--- src/rtl/tf_ram_loader.sv ---
// Streams twiddle coefficients path-major into NUM_PATH write ports and flags a complete table.
// Optional checksum output chk_out is enabled by defining TF_LOAD_CHECKSUM_EN.
module tf_ram_loader #(
  parameter int COE_WIDTH  = 39,
  parameter int ADDR_WIDTH = 11,
  parameter int NUM_PATH   = 4
) (
  input  logic                  clka,
  input  logic                  rsta_n,
  input  logic                  start,
  input  logic                  s_valid,
  input  logic [COE_WIDTH-1:0]  s_data,
  output logic                  s_ready,
  output logic [NUM_PATH-1:0]   wea,
  output logic [ADDR_WIDTH-1:0] waddra,
  output logic [COE_WIDTH-1:0]  wdataa,
  output logic                  busy,
  output logic                  done,
`ifdef TF_LOAD_CHECKSUM_EN
  output logic                  tf_ready,
  output logic [COE_WIDTH-1:0]  chk_out
`else
  output logic                  tf_ready
`endif
);

  localparam int PATH_W = (NUM_PATH > 1) ? $clog2(NUM_PATH) : 0;
  localparam int CNT_W  = PATH_W + ADDR_WIDTH;
  // NUM_PATH is a power of two, so the final beat index is all ones.
  localparam logic [CNT_W-1:0] CNT_LAST = {CNT_W{1'b1}};

  typedef enum logic [1:0] {
    ST_IDLE = 2'd0,
    ST_LOAD = 2'd1,
    ST_FIN  = 2'd2
  } state_t;

  state_t                  state_q, state_d;
  logic [CNT_W-1:0]        cnt_q, cnt_d;
  logic                    s_ready_q, s_ready_d;
  logic [NUM_PATH-1:0]     wea_q, wea_d;
  logic [ADDR_WIDTH-1:0]   waddr_q, waddr_d;
  logic [COE_WIDTH-1:0]    wdata_q, wdata_d;
  logic                    busy_q, busy_d;
  logic                    done_q, done_d;
  logic                    tf_ready_q, tf_ready_d;
  logic                    accept_s;
  logic [CNT_W-1:0]        bank_s;
`ifdef TF_LOAD_CHECKSUM_EN
  logic [COE_WIDTH-1:0]    chk_q, chk_d;
`endif

  // A beat coinciding with a restart is dropped; the restart has priority.
  assign accept_s = s_valid & s_ready_q & (state_q == ST_LOAD) & ~start;
  assign bank_s   = cnt_q >> ADDR_WIDTH;

  // Next-state and registered-output computation.
  always_comb begin
    state_d    = state_q;
    cnt_d      = cnt_q;
    s_ready_d  = 1'b0;
    wea_d      = {NUM_PATH{1'b0}};
    waddr_d    = waddr_q;
    wdata_d    = wdata_q;
    done_d     = 1'b0;
    tf_ready_d = tf_ready_q;
    case (state_q)
      ST_IDLE: begin
        if (start) begin
          state_d    = ST_LOAD;
          cnt_d      = {CNT_W{1'b0}};
          tf_ready_d = 1'b0;
          s_ready_d  = 1'b1;
        end else begin
          s_ready_d  = 1'b0;
        end
      end
      ST_LOAD: begin
        if (start) begin
          cnt_d      = {CNT_W{1'b0}};
          tf_ready_d = 1'b0;
          s_ready_d  = 1'b1;
        end else begin
          s_ready_d = 1'b1;
          if (accept_s) begin
            wea_d   = NUM_PATH'(1'b1) << bank_s;
            waddr_d = cnt_q[ADDR_WIDTH-1:0];
            wdata_d = s_data;
            if (cnt_q == CNT_LAST) begin
              state_d   = ST_FIN;
              s_ready_d = 1'b0;
            end else begin
              cnt_d = cnt_q + CNT_W'(1);
            end
          end else begin
            cnt_d = cnt_q;
          end
        end
      end
      ST_FIN: begin
        if (start) begin
          state_d    = ST_LOAD;
          cnt_d      = {CNT_W{1'b0}};
          tf_ready_d = 1'b0;
          s_ready_d  = 1'b1;
        end else begin
          state_d    = ST_IDLE;
          done_d     = 1'b1;
          tf_ready_d = 1'b1;
        end
      end
      default: begin
        state_d    = ST_IDLE;
        tf_ready_d = 1'b0;
      end
    endcase
    busy_d = (state_d != ST_IDLE);
  end

`ifdef TF_LOAD_CHECKSUM_EN
  // Running XOR of every coefficient presented on the write port this load.
  always_comb begin
    if (start) begin
      chk_d = {COE_WIDTH{1'b0}};
    end else if (wea_q != {NUM_PATH{1'b0}}) begin
      chk_d = chk_q ^ wdata_q;
    end else begin
      chk_d = chk_q;
    end
  end
`endif

  // Loader FSM and output registers.
  always_ff @(posedge clka) begin
    if (!rsta_n) begin
      state_q    <= ST_IDLE;
      cnt_q      <= {CNT_W{1'b0}};
      s_ready_q  <= 1'b0;
      wea_q      <= {NUM_PATH{1'b0}};
      waddr_q    <= {ADDR_WIDTH{1'b0}};
      wdata_q    <= {COE_WIDTH{1'b0}};
      busy_q     <= 1'b0;
      done_q     <= 1'b0;
      tf_ready_q <= 1'b0;
`ifdef TF_LOAD_CHECKSUM_EN
      chk_q      <= {COE_WIDTH{1'b0}};
`endif
    end else begin
      state_q    <= state_d;
      cnt_q      <= cnt_d;
      s_ready_q  <= s_ready_d;
      wea_q      <= wea_d;
      waddr_q    <= waddr_d;
      wdata_q    <= wdata_d;
      busy_q     <= busy_d;
      done_q     <= done_d;
      tf_ready_q <= tf_ready_d;
`ifdef TF_LOAD_CHECKSUM_EN
      chk_q      <= chk_d;
`endif
    end
  end

  assign s_ready  = s_ready_q;
  assign wea      = wea_q;
  assign waddra   = waddr_q;
  assign wdataa   = wdata_q;
  assign busy     = busy_q;
  assign done     = done_q;
  assign tf_ready = tf_ready_q;
`ifdef TF_LOAD_CHECKSUM_EN
  assign chk_out  = chk_q;
`endif

endmodule

--- config.mk ---
export PLATFORM = sky130hd
export DESIGN_NAME = tf_ram_loader
export DESIGN_NICKNAME = d
export VERILOG_FILES = /design/src/rtl/tf_ram_loader.sv
export SDC_FILE = /design/constraint.sdc
export NUM_CORES = 1
export LEC_CHECK = 0
export ABC_AREA = 1
export CAP_MARGIN = 20
export CORE_ASPECT_RATIO = 0.8
export CORE_UTILIZATION = 41
export DETAILED_ROUTE_END_ITERATION = 6
export PLACE_DENSITY = 0.76
export SETUP_SLACK_MARGIN = 0.15
export SYNTH_ARGS = -nofsm -noshare
export SYNTH_HDL_FRONTEND = slang
export SYNTH_SLANG_ARGS = --single-unit
--- constraint.sdc ---
create_clock -name clka -period 1.5 [get_ports clka]
set_clock_uncertainty 0.05 [all_clocks]
set_input_delay 0.3 -clock clka [delete_from_list [all_inputs] [get_ports clka]]
set_output_delay 0.3 -clock clka [all_outputs]
set_load 0.01 [all_outputs]
# After elaboration in Yosys (flattened, before gate mapping)
# Cells that the tools add are included.
# word_totals
regBits	73
wordCells	53
# op_classes
bitwise_logic	7
n_reduce_logical	9
eq_ne	7
shift	1
muxes	19
n_addsub	1
# op_table
op	n
13-bit two-way mux	4
13-bit case mux with 2 select lines	1
13-bit by 1-bit adder with 13-bit output, second input constant	1
13-bit == test, second input constant	1
2-bit two-way mux	4
1-bit two-way mux	7
3-bit inequality test, second input constant	2
2-bit case mux with 3 select lines	1
2-bit by 1-bit inequality test with 1-bit output, second input constant	2
1-bit NOT	4
1-bit case mux with 2 select lines	2
4-bit AND reduction	1
2-bit nonzero test	2
2-bit OR reduction	2
4-bit OR reduction	1
1-bit by 2-bit left shift with 4-bit output, first input constant	1
1-bit bitwise AND	3
3-bit AND reduction	1
2-bit by 1-bit == test with 1-bit output, second input constant	1
2-bit == test, second input constant	1
2-bit zero test	1
2-bit AND reduction	1

# Logic depth before layout (Yosys ltp)
# Gate-level depths: netlist of the first run.
# logic_depth
depth_word	7
depth_mapped	11
depth_no_buf	10

# Worst setup path before layout of the first run
# No wires, ideal clock.
# synth_path
path_kind	reg2reg
start	register cnt_q[1]
end	register cnt_q[8]
path_stages_with_launch	12
n_path_buf	1
path_slack_ps	70
required_time_ps	1340
arrival_ps	1270
period_less_slack_ps	1430
path_cell_list	dfxtp_1 -> ha_1 -> nand2_2 -> nor2_4 -> nand2_4 -> clkinv_4 -> nand3_4 -> buf_6 -> nand4_1 -> nand2_1 -> clkinv_1 -> nor2_1
# synth_between
elab_chain_cells	5
word_cells_on_any_way	8
classes_between	add/sub (1); eq/ne (2); mux (4); reduce/logical (1)
# synth_lines
item	line	source
from (decl)	39	logic [CNT_W-1:0] cnt_q, cnt_d;
from (signal assigned)	137	cnt_q <= {CNT_W{1'b0}};
from (signal assigned)	150	cnt_q <= cnt_d;
13-bit by 1-bit adder with 13-bit output	93	cnt_d = cnt_q + CNT_W'(1);
13-bit two-way mux	89	if (cnt_q == CNT_LAST) begin
13-bit two-way mux	85	if (accept_s) begin
13-bit two-way mux	79	if (start) begin
13-bit case mux with 2 select lines	67	case (state_q)
# Parallel ways exist; a longest one is shown, timed or not. The select of a mux whose other input is x is not followed.
# A chain may end at the register's enable or synchronous reset.

# Worst setup path after layout of the first run
# layout_path
start	register cnt_q[4]
end	register state_q[1]
# layout_between
elab_chain_cells	5
# layout_lines
item	line	source
13-bit == test	89	
2-bit two-way mux	89	
2-bit two-way mux	85	
2-bit two-way mux	79	
2-bit case mux with 3 select lines	67	
to (signal assigned)	149	state_q <= state_d;
to (decl)	38	state_t state_q, state_d;
# Every way passes these cells.

==> results of run 1 <==
==> metrics by stage <==
stage	hold slack [ps]	cell area [sq um]	power [W]
6_report	414	5590	0.00472
5_1_grt	429	5590	0.00485
4_1_cts	413	4950	0.00458
3_5_place_dp	404	4300	0.00247
3_3_place_gp	400	4300	0.00246
2_1_floorplan	385	3050	0.00223
==> how the worst max path moves through the flow <==
| stage | startpoint | to | slack (ps) | depth (start not counted) |
|---|---|---|---|---|
| after floorplan | cnt_q[1] | cnt_q[8] | 120 | 11 |
| after global placement | start | cnt_q[0] | -240 | 8 |
| after detailed placement | start | cnt_q[1] | -280 | 7 |
| after CTS | cnt_q[1] | cnt_q[10] | 40 | 11 |
| after global routing | cnt_q[4] | cnt_q[6] | -220 | 10 |
| final | cnt_q[4] | state_q[1] | -140 | 6 |
==> state kept, by name (all words and copies together), names as in the netlist <==
register and flops:
cnt_q 13, tf_ready 1, s_ready 1, busy 1
wdataa 39, done 1, state_q 2, wea 4
waddra 11
==> repair_timing <==
| action | 4_1_cts | 5_1_grt |
|---|---|---|
| setup endpoints to repair | 128 | 116 |
| endpoints found under the hold margin | 0 | 0 |
| buffers inserted | 13 | 6 |
| gates resized for setup | 117 | 249 |
| pin swaps | 19 | 45 |
| gates cloned | 10 | 2 |
==> synth_stat cells <==
library cell / n / share of area (%)
inv_2: 3 / 0.37
or2_2: 1 / 0.21
buf_1: 2 / 0.25
nor3_1: 4 / 0.66
o21ai_0: 4 / 0.66
nor2_2: 2 / 0.41
buf_4: 2 / 0.50
dfxtp_1: 73 / 48
nand4_1: 19 / 3.9
inv_1: 21 / 2.6
nand2_2: 2 / 0.41
buf_6: 8 / 3.0
nor2_4: 5 / 1.9
nand2_4: 2 / 0.74
o21ai_1: 8 / 1.3
nand3_4: 2 / 1.2
nand3_2: 2 / 0.66
clkbuf_1: 4 / 0.50
ha_1: 1 / 0.41
clkinv_4: 1 / 0.29
nor2_1: 24 / 3.0
nand3_1: 7 / 1.2
buf_2: 4 / 0.66
inv_4: 2 / 0.41
a21oi_1: 62 / 10
clkinv_1: 1 / 0.12
nand2_1: 129 / 16
nor3_2: 1 / 0.33
==> cell usage in the layout, fill, tap and decap left out, drive strengths merged <==
cell and count:
clkdlybuf4s15 18, nand4 19, or2 1, o21ai 12, nor2 31, nand2 133, clkdlybuf4s50 42, clkinv 4
dlygate4sd2 10, inv 26, buf 58, a21oi 62, ha 1, clkbuf 43, nand3 12, bufinv 4
dfxtp 73, nor3 5
==> layer usage <==
metal  vias up  GRT usage (%)
li1       1605              -
met1      1730           29.7
met2       214           43.9
met3        74           8.71
met4         0           10.2
met5         -              0
==> worst max-delay path, cell delays in order (launching register included) <==
cell and delay (ps):
dfxtp_1 360, nand2_1 160, nor2_4 190, nand2_4 90
nor3_1 320, nand2_1 180, nor3_4 200
==> logic make-up (layout without fill, tap and decap cells) <==
logic type | Yosys count | after routing | synth area share (%)
AND/OR/NAND/NOR | 200 | 201 | 30.5
AO/OA/AOI/OAI | 74 | 74 | 12.2
flip-flops | 73 | 73 | 48.2
buffers and inverters | 48 | 205 | 8.67
adder cells (fa/ha/maj) | 1 | 1 | 0.413
==> where the power goes <==
group / internal (W) / switching, W
registers: 0.00197 / 0.0000283
clock network: 0.00136 / 0.000769
logic: 0.000277 / 0.000309
total: 0.00361 / 0.00111
==> layout make-up <==
class	count	share of cell area (%)
Inverter	28	2.28
Sequential cell	73	26.6
Timing Repair Buffer	160	28.6
Clock buffer	11	2.71
Clock inverter	5	2.24
Tap cell	87	1.95
Timing Repair inverter	1	0.157
Multi-Input combinational cell	276	35.5
==> out/metrics.csv, run 1 <==
metric;value;unit
synth.distinct_cells;28;
syn2layout_area_growth;84.4;%
wire_per_inst;19.9;um
io_pins;101;
htree_num_levels;3;
power_density;844;nW/um^2
status;complete, but fails checks;
drc_errors;8;
synth.yosys.warnings;0;
synth_cells;396;
netlist_area;3030;sq um
cts_num_sinks;73;
clk_latency;370;ps
final_cells;641;
worst_pin_slew;395;ps
maxSlewHeadroom;73.5;%
ant_nets;0;
crit_arrival;1870;ps
fillers;410;
fin_tns_setup;-1660;ps
overflow;0;
place_inst;594;
ys_ff_latch;73;
syn_avg_cell_area;7.65;sq um
rrSetupSlack;-140;ps
preCtsSetupSlack;-282;ps
cts_hold_buf;0;
viasPerCell;5.65;
hold_class;flop to flop;
grt_pass1_wl;15300;um
reg2reg_from;cnt_q[4];
track_usage;25.7;%
ys_seq_area_share;48.2;%
fin_crit_sh;110;%
wl_met2;6510;um
grt_max_degree;48;
violations;design-rule violations, negative setup slack;
required;1720;ps
top_layer;met4;
rows;27;
leakagePower;2.31;nW
antenna_found_initial;0;
core;7030;sq um
seq_area;1480;sq um
maxCapViolations;0;
post-route-util;79.5;%
routed-via-count;3623;
die_h;78.9;um
multi_input_area;1980;sq um
synth_fp_nets;440;
hold_end;waddra[1];
drt_iter0_drc;349;
setup_slack;-144;ps
wirelength;12700;um
min_path_cells;2;
insertedDiodeCount;0;
drive_gt1_share;48.6;%
reg2reg_depth;6;
place_congestion;0.866;
dp_hpwl;5850;um
rsz0062_at_grt;yes;
grt_pass1_vias;3195;
cts_root_buf;clkbuf_8;
start_util;43.1;%
finalSetupViolCount;31;
nets;593;
fin_crit;1640;ps
r2r_end;state_q[1];
setup.worst_path.end_class;flop;
dieArea;7740;sq um
cts_tree;built;
max_freq;608;MHz
io_buffers;100;
crit_type;flop to flop;
cp-start-kind;flop;
path_clk_slew;80;ps
hold_viol;0;
ir_drop;545;uV
drt-met1-wl;4520;um
firstDrtPassIters;7;
slew_viol_final;0;
hp-start;waddra[1];
dieWidth;98.1;um
clock_path_buffers;2;
critPathMaxFanout;3;
met3_length;1000;um
cts_buffers;9;
No activity file was read; power rests on OpenSTA's default activity.
==> run 2: changes to the inputs <==
--- a/config.mk
+++ b/config.mk
@@ -7,10 +7,13 @@
 export LEC_CHECK = 0
 export ABC_AREA = 1
 export CAP_MARGIN = 20
+export CELL_PAD_IN_SITES_DETAIL_PLACEMENT = 0
+export CELL_PAD_IN_SITES_GLOBAL_PLACEMENT = 1
 export CORE_ASPECT_RATIO = 0.8
-export CORE_UTILIZATION = 41
+export CORE_MARGIN = 10
+export CORE_UTILIZATION = 29
 export DETAILED_ROUTE_END_ITERATION = 6
-export PLACE_DENSITY = 0.76
+export PLACE_DENSITY_LB_ADDON = 0.1
 export SETUP_SLACK_MARGIN = 0.15
 export SYNTH_ARGS = -nofsm -noshare
 export SYNTH_HDL_FRONTEND = slang
==> out/metrics.csv, run 2 (same netlist as run 1, synthesis figures left out) <==
metric;value;unit;change
layout_common_cells;94 x nand2_1, 63 x dfxtp_1, 46 x dlygate4sd2_1, 42 x clkdlybuf4s50_1, 38 x a21oi_2;;was 68 x nand2_1, 57 x dfxtp_1, 47 x nand2_4, 47 x a21oi_2, 42 x clkdlybuf4s50_1
dp_hpwl;7030;um;was 5850 um
finalSetupViolCount;0;;was 31
cts_tree;built;;unchanged
maxCapViolations;0;;unchanged
core;10200;sq um;was 7030 sq um
rsz0062_at_grt;yes;;unchanged
io_pins;101;;unchanged
wirelength;10600;um;was 12700 um
dieWidth;134;um;was 98.1 um
drc_errors;0;;was 8
wire_per_inst;15.5;um;was 19.9 um
maxSlewHeadroom;83.9;%;was 73.5%
required;1710;ps;was 1720 ps
die_h;111;um;was 78.9 um
place_congestion;0.818;;was 0.866
dieArea;15000;sq um;was 7740 sq um
crit_arrival;1680;ps;was 1870 ps
slew_viol_final;0;;unchanged
fin_tns_setup;0;ps;was -1660 ps
max_freq;684;MHz;was 608 MHz
drt_iter0_drc;134;;was 349
rows;33;;was 27
final_area;5370;sq um;was 5590 sq um
htree_num_levels;3;;unchanged
overflow;0;;unchanged
firstDrtPassIters;4;;was 7
setup.worst_path.end_class;flop;;unchanged
start_util;29.6;%;was 43.1%
cts_hold_buf;0;;unchanged
nets;585;;was 593
track_usage;13.2;%;was 25.7%
worst_pin_slew;241;ps;was 395 ps
hold_class;flop to flop;;unchanged
grt_pass1_wl;16000;um;was 15300 um
routed-via-count;3156;;was 3623
cts_num_sinks;73;;unchanged
grt_max_degree;36;;was 48
largest_reg_flops;39;;unchanged
power_density;830;nW/um^2;was 844 nW/um^2
dpl_cell_area;4380;sq um;was 4300 sq um
antenna_found_initial;0;;unchanged
clk_latency;330;ps;was 370 ps
grt_pass1_vias;3040;;was 3195
cts_buffers;9;;unchanged
ir_drop;388;uV;was 545 uV
critPathMaxFanout;11;;was 3
cp-start-kind;flop;;unchanged
fillers;1043;;was 410
hold_ws;408;ps;was 414 ps
syn2layout_area_growth;77.3;%;was 84.4%
insertedDiodeCount;0;;unchanged
hold_viol;0;;unchanged
fin_crit_sh;97.5;%;was 110%
ant_nets;0;;unchanged
leakagePower;2.35;nW;was 2.31 nW
fin_crit;1460;ps;was 1640 ps
path_clk_slew;60;ps;was 80 ps
final_common_cell;nand2_1;;unchanged
clock_path_buffers;2;;unchanged
final_cells;685;;was 641
drive_gt1_share;33.2;%;was 48.6%
cts_root_buf;clkbuf_16;;was clkbuf_8
place_inst;652;;was 594
rrSetupSlack;40;ps;was -140 ps
crit_type;flop to flop;;unchanged
io_buffers;100;;unchanged
status;complete, no violations;;was complete, but fails checks
power.total;0.00446;W;was 0.00472 W
viasPerCell;4.61;;was 5.65
[run 2: area by class of cell]
cell class | instances | area (sq um) | area share [%]
clock buffer | 11 | 243 | 4.52
inverter | 28 | 130 | 2.42
sequential | 73 | 1480 | 27.6
clock inverter | 4 | 20.0 | 0.373
timing repair buffer | 150 | 1510 | 28.1
multi-input combinational | 278 | 1800 | 33.4
tap | 140 | 175 | 3.26
timing repair inverter | 1 | 16.3 | 0.303
[run 2: per-stage QoR]
stage | utilization [%] | setup slack (ps)
detailed placement | 42.8 | -295
global route | 52.5 | -27.3
floorplan | - | 123
CTS | 46.2 | 40.6
global placement | 42.8 | -245
finish | 52.5 | 37.8
[run 2: metal layers]
| layer | vias up | share of wire (%) | GRT usage, % |
|---|---|---|---|
| met5 | - | 0 | 0 |
| li1 | 1590 | - | - |
| met4 | 0 | 1.0 | 3.69 |
| met2 | 95 | 45 | 20.0 |
| met3 | 9 | 8.9 | 6.24 |
| met1 | 1462 | 45 | 16.4 |
[run 2: what timing repair did]
item                       CTS  global route
setup endpoints to repair  128            82
gates resized for setup     78           142
buffers inserted             3             4
gates cloned                 4             7
pin swaps                    7            35
[run 2: final timing paths]
check | startpoint | to | cells after the start
min | wdataa[37] | wdataa[37] | 2
max | state_q[0] | wdataa[6] | 9
max reg2reg | state_q[0] | wdataa[6] | 9
min reg2reg | wdataa[37] | wdataa[37] | 2
[run 2: critical path: stages (launching register included)]
cell,delay [ps]
dfxtp_2,350
inv_4,50
nor2_4,140
inv_4,70
nor2_4,130
nand2_8,110
clkinv_8,110
clkbuf_16,210
nand2_1,60
a21oi_1,110
[run 2: where the power goes]
group	internal [W]	total, W	leakage (nW)	switching [W]
Combinational	0.000267	0.000547	1.62	0.000280
Clock	0.00114	0.00192	0.135	0.000779
Sequential	0.00197	0.00199	0.595	0.0000220
==> run 3: changes to the inputs <==
--- a/config.mk
+++ b/config.mk
@@ -13,7 +13,8 @@
 export CORE_MARGIN = 10
 export CORE_UTILIZATION = 29
 export DETAILED_ROUTE_END_ITERATION = 6
-export PLACE_DENSITY_LB_ADDON = 0.1
+export GPL_TIMING_DRIVEN = 1
+export PLACE_DENSITY = 0.74
 export SETUP_SLACK_MARGIN = 0.15
 export SYNTH_ARGS = -nofsm -noshare
 export SYNTH_HDL_FRONTEND = slang
==> out/metrics.csv, run 3 (same netlist as run 1, synthesis figures left out) <==
metric;value;unit;change
reg2reg_from;cnt_q[0];;was state_q[0]
syn2layout_area_growth;92.6;%;was 77.3%
clk_latency;330;ps;about the same
wire_per_inst;16.6;um;was 15.5 um
path_clk_slew;60;ps;about the same
clock_path_buffers;2;;unchanged
grt_pass1_wl;17300;um;was 16000 um
maxSlewHeadroom;80.2;%;was 83.9%
final_cells;700;;was 685
hold_ws;416;ps;was 408 ps
slew_viol_final;0;;unchanged
cts_num_sinks;73;;unchanged
place_inst;650;;was 652
fin_crit;1530;ps;was 1460 ps
largest_reg_flops;39;;unchanged
required;1680;ps;was 1710 ps
seq_power_share;42.1;%;was 44.7%
htree_num_levels;3;;unchanged
routed-via-count;3308;;was 3156
fillers;948;;was 1043
antenna_found_initial;0;;unchanged
cts_buffers;9;;unchanged
track_usage;14.2;%;was 13.2%
ant_nets;0;;unchanged
finalSetupViolCount;11;;was 0
preCtsSetupSlack;-369;ps;was -295 ps
power_frac_clock;45.8;%;was 43.1%
drc_errors;0;;unchanged
power_density;813;nW/um^2;was 830 nW/um^2
max_freq;653;MHz;was 684 MHz
worst_pin_slew;297;ps;was 241 ps
firstDrtPassIters;4;;unchanged
pwr-share-comb;12.1;%;was 12.3%
status;complete, but fails checks;;was complete, no violations
cts_hold_buf;0;;unchanged
rrSetupSlack;-30;ps;was 40 ps
leakagePower;2.47;nW;was 2.35 nW
io_pins;101;;unchanged
viasPerCell;4.73;;was 4.61
overflow;0;;unchanged
place_congestion;0.821;;was 0.818
grt_pass1_vias;3237;;was 3040
setup_slack;-32.3;ps;was 37.8 ps
dieArea;15000;sq um;unchanged
dp_hpwl;7060;um;was 7030 um
hold_class;flop to flop;;unchanged
crit_type;flop to flop;;unchanged
cts_root_buf;clkbuf_16;;unchanged
grt_max_degree;19;;was 36
start_util;29.6;%;unchanged
ir_drop;536;uV;was 388 uV
cp-start-kind;flop;;unchanged
rows;33;;unchanged
crit_end;cnt_q[6];;was wdataa[6]
cts_tree;built;;unchanged
fin_tns_setup;-232;ps;was 0 ps
p_sw;0.00119;W;was 0.00108 W
setup.worst_path.end_class;flop;;unchanged
io_buffers;100;;unchanged
wirelength;11600;um;was 10600 um
drt_iter0_drc;150;;was 134
die_h;111;um;unchanged
crit_arrival;1710;ps;was 1680 ps
crit_path_start;cnt_q[0];;was state_q[0]
rsz0062_at_grt;yes;;unchanged
reg2reg_depth;11;;was 9
dieWidth;134;um;unchanged
fin_crit_sh;102;%;was 97.5%
layout_common_cells;68 x dfxtp_1, 61 x nand2_1, 48 x nand2_4, 46 x a21oi_2, 41 x clkdlybuf4s50_1;;was 94 x nand2_1, 63 x dfxtp_1, 46 x dlygate4sd2_1, 42 x clkdlybuf4s50_1, 38 x a21oi_2
nets;599;;was 585
hold_viol;0;;unchanged
final_common_cell;dfxtp_1;;was nand2_1
insertedDiodeCount;0;;unchanged
core;10200;sq um;unchanged
drive_gt1_share;44.8;%;was 33.2%
power.internal;0.00355;W;was 0.00338 W
violations;negative setup slack;;
maxCapViolations;0;;unchanged
r2r_end;cnt_q[6];;was wdataa[6]
critPathMaxFanout;7;;was 11
swShare;25.2;%;was 24.2%
## run 3: power groups by stage
stage | sequential, W | combinational (W) | clock [W]
after floorplan | 0.00205 | 0.000183 | 0
after global placement | 0.00204 | 0.000438 | 0
after detailed placement | 0.00204 | 0.000441 | 0
after CTS | 0.00199 | 0.000512 | 0.00221
after global routing | 0.00200 | 0.000617 | 0.00229
final | 0.00200 | 0.000576 | 0.00217
## run 3: worst min path at each step
stage                          start          to  slack, ps  depth (start not counted)
after CTS                  wdataa[8]   wdataa[8]        410                          2
after global placement    wdataa[12]  wdataa[12]        400                          2
final                     wdataa[30]  wdataa[30]        420                          2
after detailed placement   wdataa[8]   wdataa[8]        410                          2
after floorplan               rsta_n      wea[2]        380                          2
after global routing      wdataa[30]  wdataa[30]        430                          2
## run 3: metal layers
metal	vias up	share of wire [%]	wire (um)	global-route usage (%)
li1	1616	-	-	-
met1	1584	45	5230	17.9
met2	98	46	5350	21.7
met3	10	7.3	848	5.44
met4	0	1.3	155	4.78
met5	-	0	0	0
## run 3: final cells by class
class,instances,area [sq um],share of cell area (%)
well taps,140,175,3.00
flip-flops and latches,73,1470,25.2
inverters,28,123,2.10
repair buffers,167,1800,30.9
clock inverters,6,68.8,1.18
clock buffers,10,229,3.92
multi-input cells,276,1970,33.7
## run 3: worst max-delay path, cell delays in order (launching register included)
cell and delay [ps]:
dfxtp_2 350, ha_4 160, nand2_4 70, nor2_4 130, nand2_4 80, clkinv_4 60
nand3_4 150, buf_12 190, nand4_1 60, nand2_1 50, inv_1 50, nor2_1 30
## run 3: repair_timing
item                                    CTS  global route
pin swaps                                28            39
resized for setup                       129           175
endpoints found under the setup margin  126            79
setup buffers                            14             8
gates cloned                              8             4
## run 3: per-stage QoR
step / instance area, sq um / power [W] / utilization [%]
finish: 5840 / 0.00475 / 57.0
floorplan: 3050 / 0.00223 / -
CTS: 5220 / 0.00471 / 51.0
detailed placement: 4380 / 0.00248 / 42.8
global placement: 4380 / 0.00247 / 42.8
global route: 5840 / 0.00491 / 57.0
==> RTL edit, RTL diff (settings of run 1) <==
The option `TF_LOAD_CHECKSUM_EN` is turned on by a define.
--- a/src/rtl/tf_ram_loader.sv
+++ b/src/rtl/tf_ram_loader.sv
@@ -1,4 +1,6 @@
 // Streams twiddle coefficients path-major into NUM_PATH write ports and flags a complete table.
 // Optional checksum output chk_out is enabled by defining TF_LOAD_CHECKSUM_EN.
+`define TF_LOAD_CHECKSUM_EN
+
 module tf_ram_loader #(
   parameter int COE_WIDTH  = 39,
Check against the original RTL (old outputs only; new: chk_out): equivalent (equiv_simple and equiv_induct, registers matched by name and starting in step).
==> RTL edit against run 1 <==
The flow finishes with violations (negative setup slack). Cell area increased by 28%. Sequential cell count grew 39. First-iteration DRC count fell by 33%. Area after synthesis grew 45%. Count of clock-buffer cells in the layout up 2. Cell count is 40% higher. Power is 29% higher. Worst hold slack got worse by 0.14 ns. Routed wire length is 16% higher. Setup slack better by 0.11 ns.
==> RTL edit: results (changes against run 1) <==
| Metric | Value |
|---|---|
| Status | finished with violations |
| Failing checks | negative setup slack |
| Final setup viols | 3 (-90%) |
| Syn_nets | 613 (+39%) |
| Diode count | 0 (unchanged) |
| Sequential fraction of the synthesis area | 0.5114 (+0.02917) |
| Htree depth | 3 (unchanged) |
| CTS Buf Count | 9 (unchanged) |
| Hold WC Path Type | in2reg |
| Finished Layout Cells | 899 (+40%) |
| CP max FO | 7 (+4) |
| DP Area | 6196 um^2 (+44%) |
| Router iterations before antenna repair | 4 (-3) |
| Number of port buffers | 139 (+39%) |
| Hpwl dp | 8514 um (+45%) |
| Most area-consuming cells after synthesis | dfxtp_1 (51%), nor2_1 (9.2%), a21oi_1 (6.8%) |
| DR vias/cell | 5.314 (-6.0%) |
| Worst-Skew Late Latency | 0.35 ns (-0.02 ns) |
| Largest vdd supply drop | 605.7 uV (+11%) |
| Library cells used by synthesis | 26 (-7.1%) |
| Switching share of power | 0.2297 (-0.004810) |
| Clk pin slew, worst setup/hold paths | 0.08 ns (about the same) |
| Synth Instances | 569 (+44%) |
| Initial antenna violation count | 0 (unchanged) |
| Leak | 3.061 nW (+32%) |
| Synth cell count leaders | dfxtp_1 (112), nor2_1 (108), a21oi_1 (60), o21ai_0 (60), nand2_1 (55) |
| Global Route Usage Sum | 0.2300 (-0.02672) |
| Vias in the first global route | 4144 (+30%) |
| Worst Slack Setup Final | -0.03465 ns (+0.1092 ns) |
| Asr flop ratio synth | 0 (unchanged) |
| Initial drt markers | 234 (-33%) |
| Slew @ Worst Pin | 0.4208 ns (+0.02576 ns) |
| Post-Place Setup Slack | -0.4118 ns (-0.1301 ns) |
| Final #Nets | 799 (+35%) |
| Setup TNS | -0.05663 ns (+1.604 ns) |
| Main flop type after synthesis | dfxtp_1 |
| Crit path arrival time | 1.74 ns (-0.13 ns) |
| First-pass GRT wire length | 20380 um (+33%) |
| Placed Cells | 857 (+44%) |
| Yosys warns | 0 (unchanged) |
| Drt wl/cell | 16.43 um (-17%) |
| CTS Buffer Depth | 2 (unchanged) |
| RePlAce Congestion | 0.8816 (+1.8%) |
| Clock root cell | clkbuf_16 |
| Ratio of cells with drive above 1 in the final layout | 0.2846 (-0.2010) |
| Largest net degree at the start of global routing | 48 (unchanged) |
## RTL edit: cell count changes in the layout (fill, tap and decap cells not counted), moves of 19 or more
| cell | change |
|---|---|
| a21oi_1 | +40 |
| a21oi_2 | -40 |
| and3_1 | +31 |
| clkdlybuf4s15_1 | +29 |
| dfxtp_1 | +29 |
| nand2_4 | -42 |
| nor2_1 | +58 |
| nor2_2 | +19 |
| nor3_1 | +23 |
| o21ai_0 | +47 |
## RTL edit: final cells by class
type                       count  area (um^2)
tap                          140        175.2
timing repair buffer         206         2098
multi-input combinational    390         2176
clock inverter                 2        38.79
inverter                      36        142.6
fill                         791         3154
sequential                   112         2277
clock buffer                  13        260.3
## RTL edit: cells by family (layout without fill, tap and decap cells)
logic type               count (synthesis)  in the layout  share of synthesized area
flip-flops                             112            112                     0.5114
AND/OR/NAND/NOR                        266            266                     0.2791
buffers and inverters                   67            257                    0.06421
adder cells (fa/ha/maj)                  1              1                   0.002853
AO/OA/AOI/OAI                          123            123                     0.1424
## RTL edit: final timing paths
check	startpoint	endpoint	slack, ns	cells past startpoint
max reg2reg	cnt_q[0]	cnt_q[3]	-0.03	11
max	cnt_q[0]	cnt_q[3]	-0.03	11
min	rsta_n	cnt_q[2]	0.28	3
min reg2reg	chk_out[24]	chk_out[24]	0.43	2
## RTL edit: worst max-delay path, cell delays in order (launching register included)
cell,delay [ns]
dfxtp_2,0.36
ha_4,0.15
nand2_4,0.07
nor2_4,0.10
nand2_2,0.08
inv_2,0.08
nand3_4,0.11
buf_12,0.17
nand4_1,0.07
nand2_1,0.06
inv_1,0.09
nor2_1,0.05
## RTL edit: timing repair
item                       in CTS  in global routing
buffers inserted                4                  9
gates cloned                    1                 13
pin swaps                       6                 33
setup endpoints to repair     167                153
gates resized for setup       166                183
hold endpoints to repair        0                  0
## RTL edit: per-layer routing
layer / up-vias / GRT usage / routed length [um]
met3: 29 / 0.06582 / 1191
met2: 215 / 0.3637 / 6846
li1: 2287 / - / -
met5: - / 0 / 0
met4: 0 / 0.07479 / 381
met1: 2246 / 0.3031 / 6349
## RTL edit: power by group through the flow
stage                     Sequential [mW]  Clock, mW  Combinational (mW)
after floorplan                      3.13          0               0.195
after global placement               3.12          0               0.474
after detailed placement             3.12          0               0.483
after CTS                            3.06       2.47               0.492
after global routing                 3.06       2.60               0.616
final                                3.06       2.45               0.568
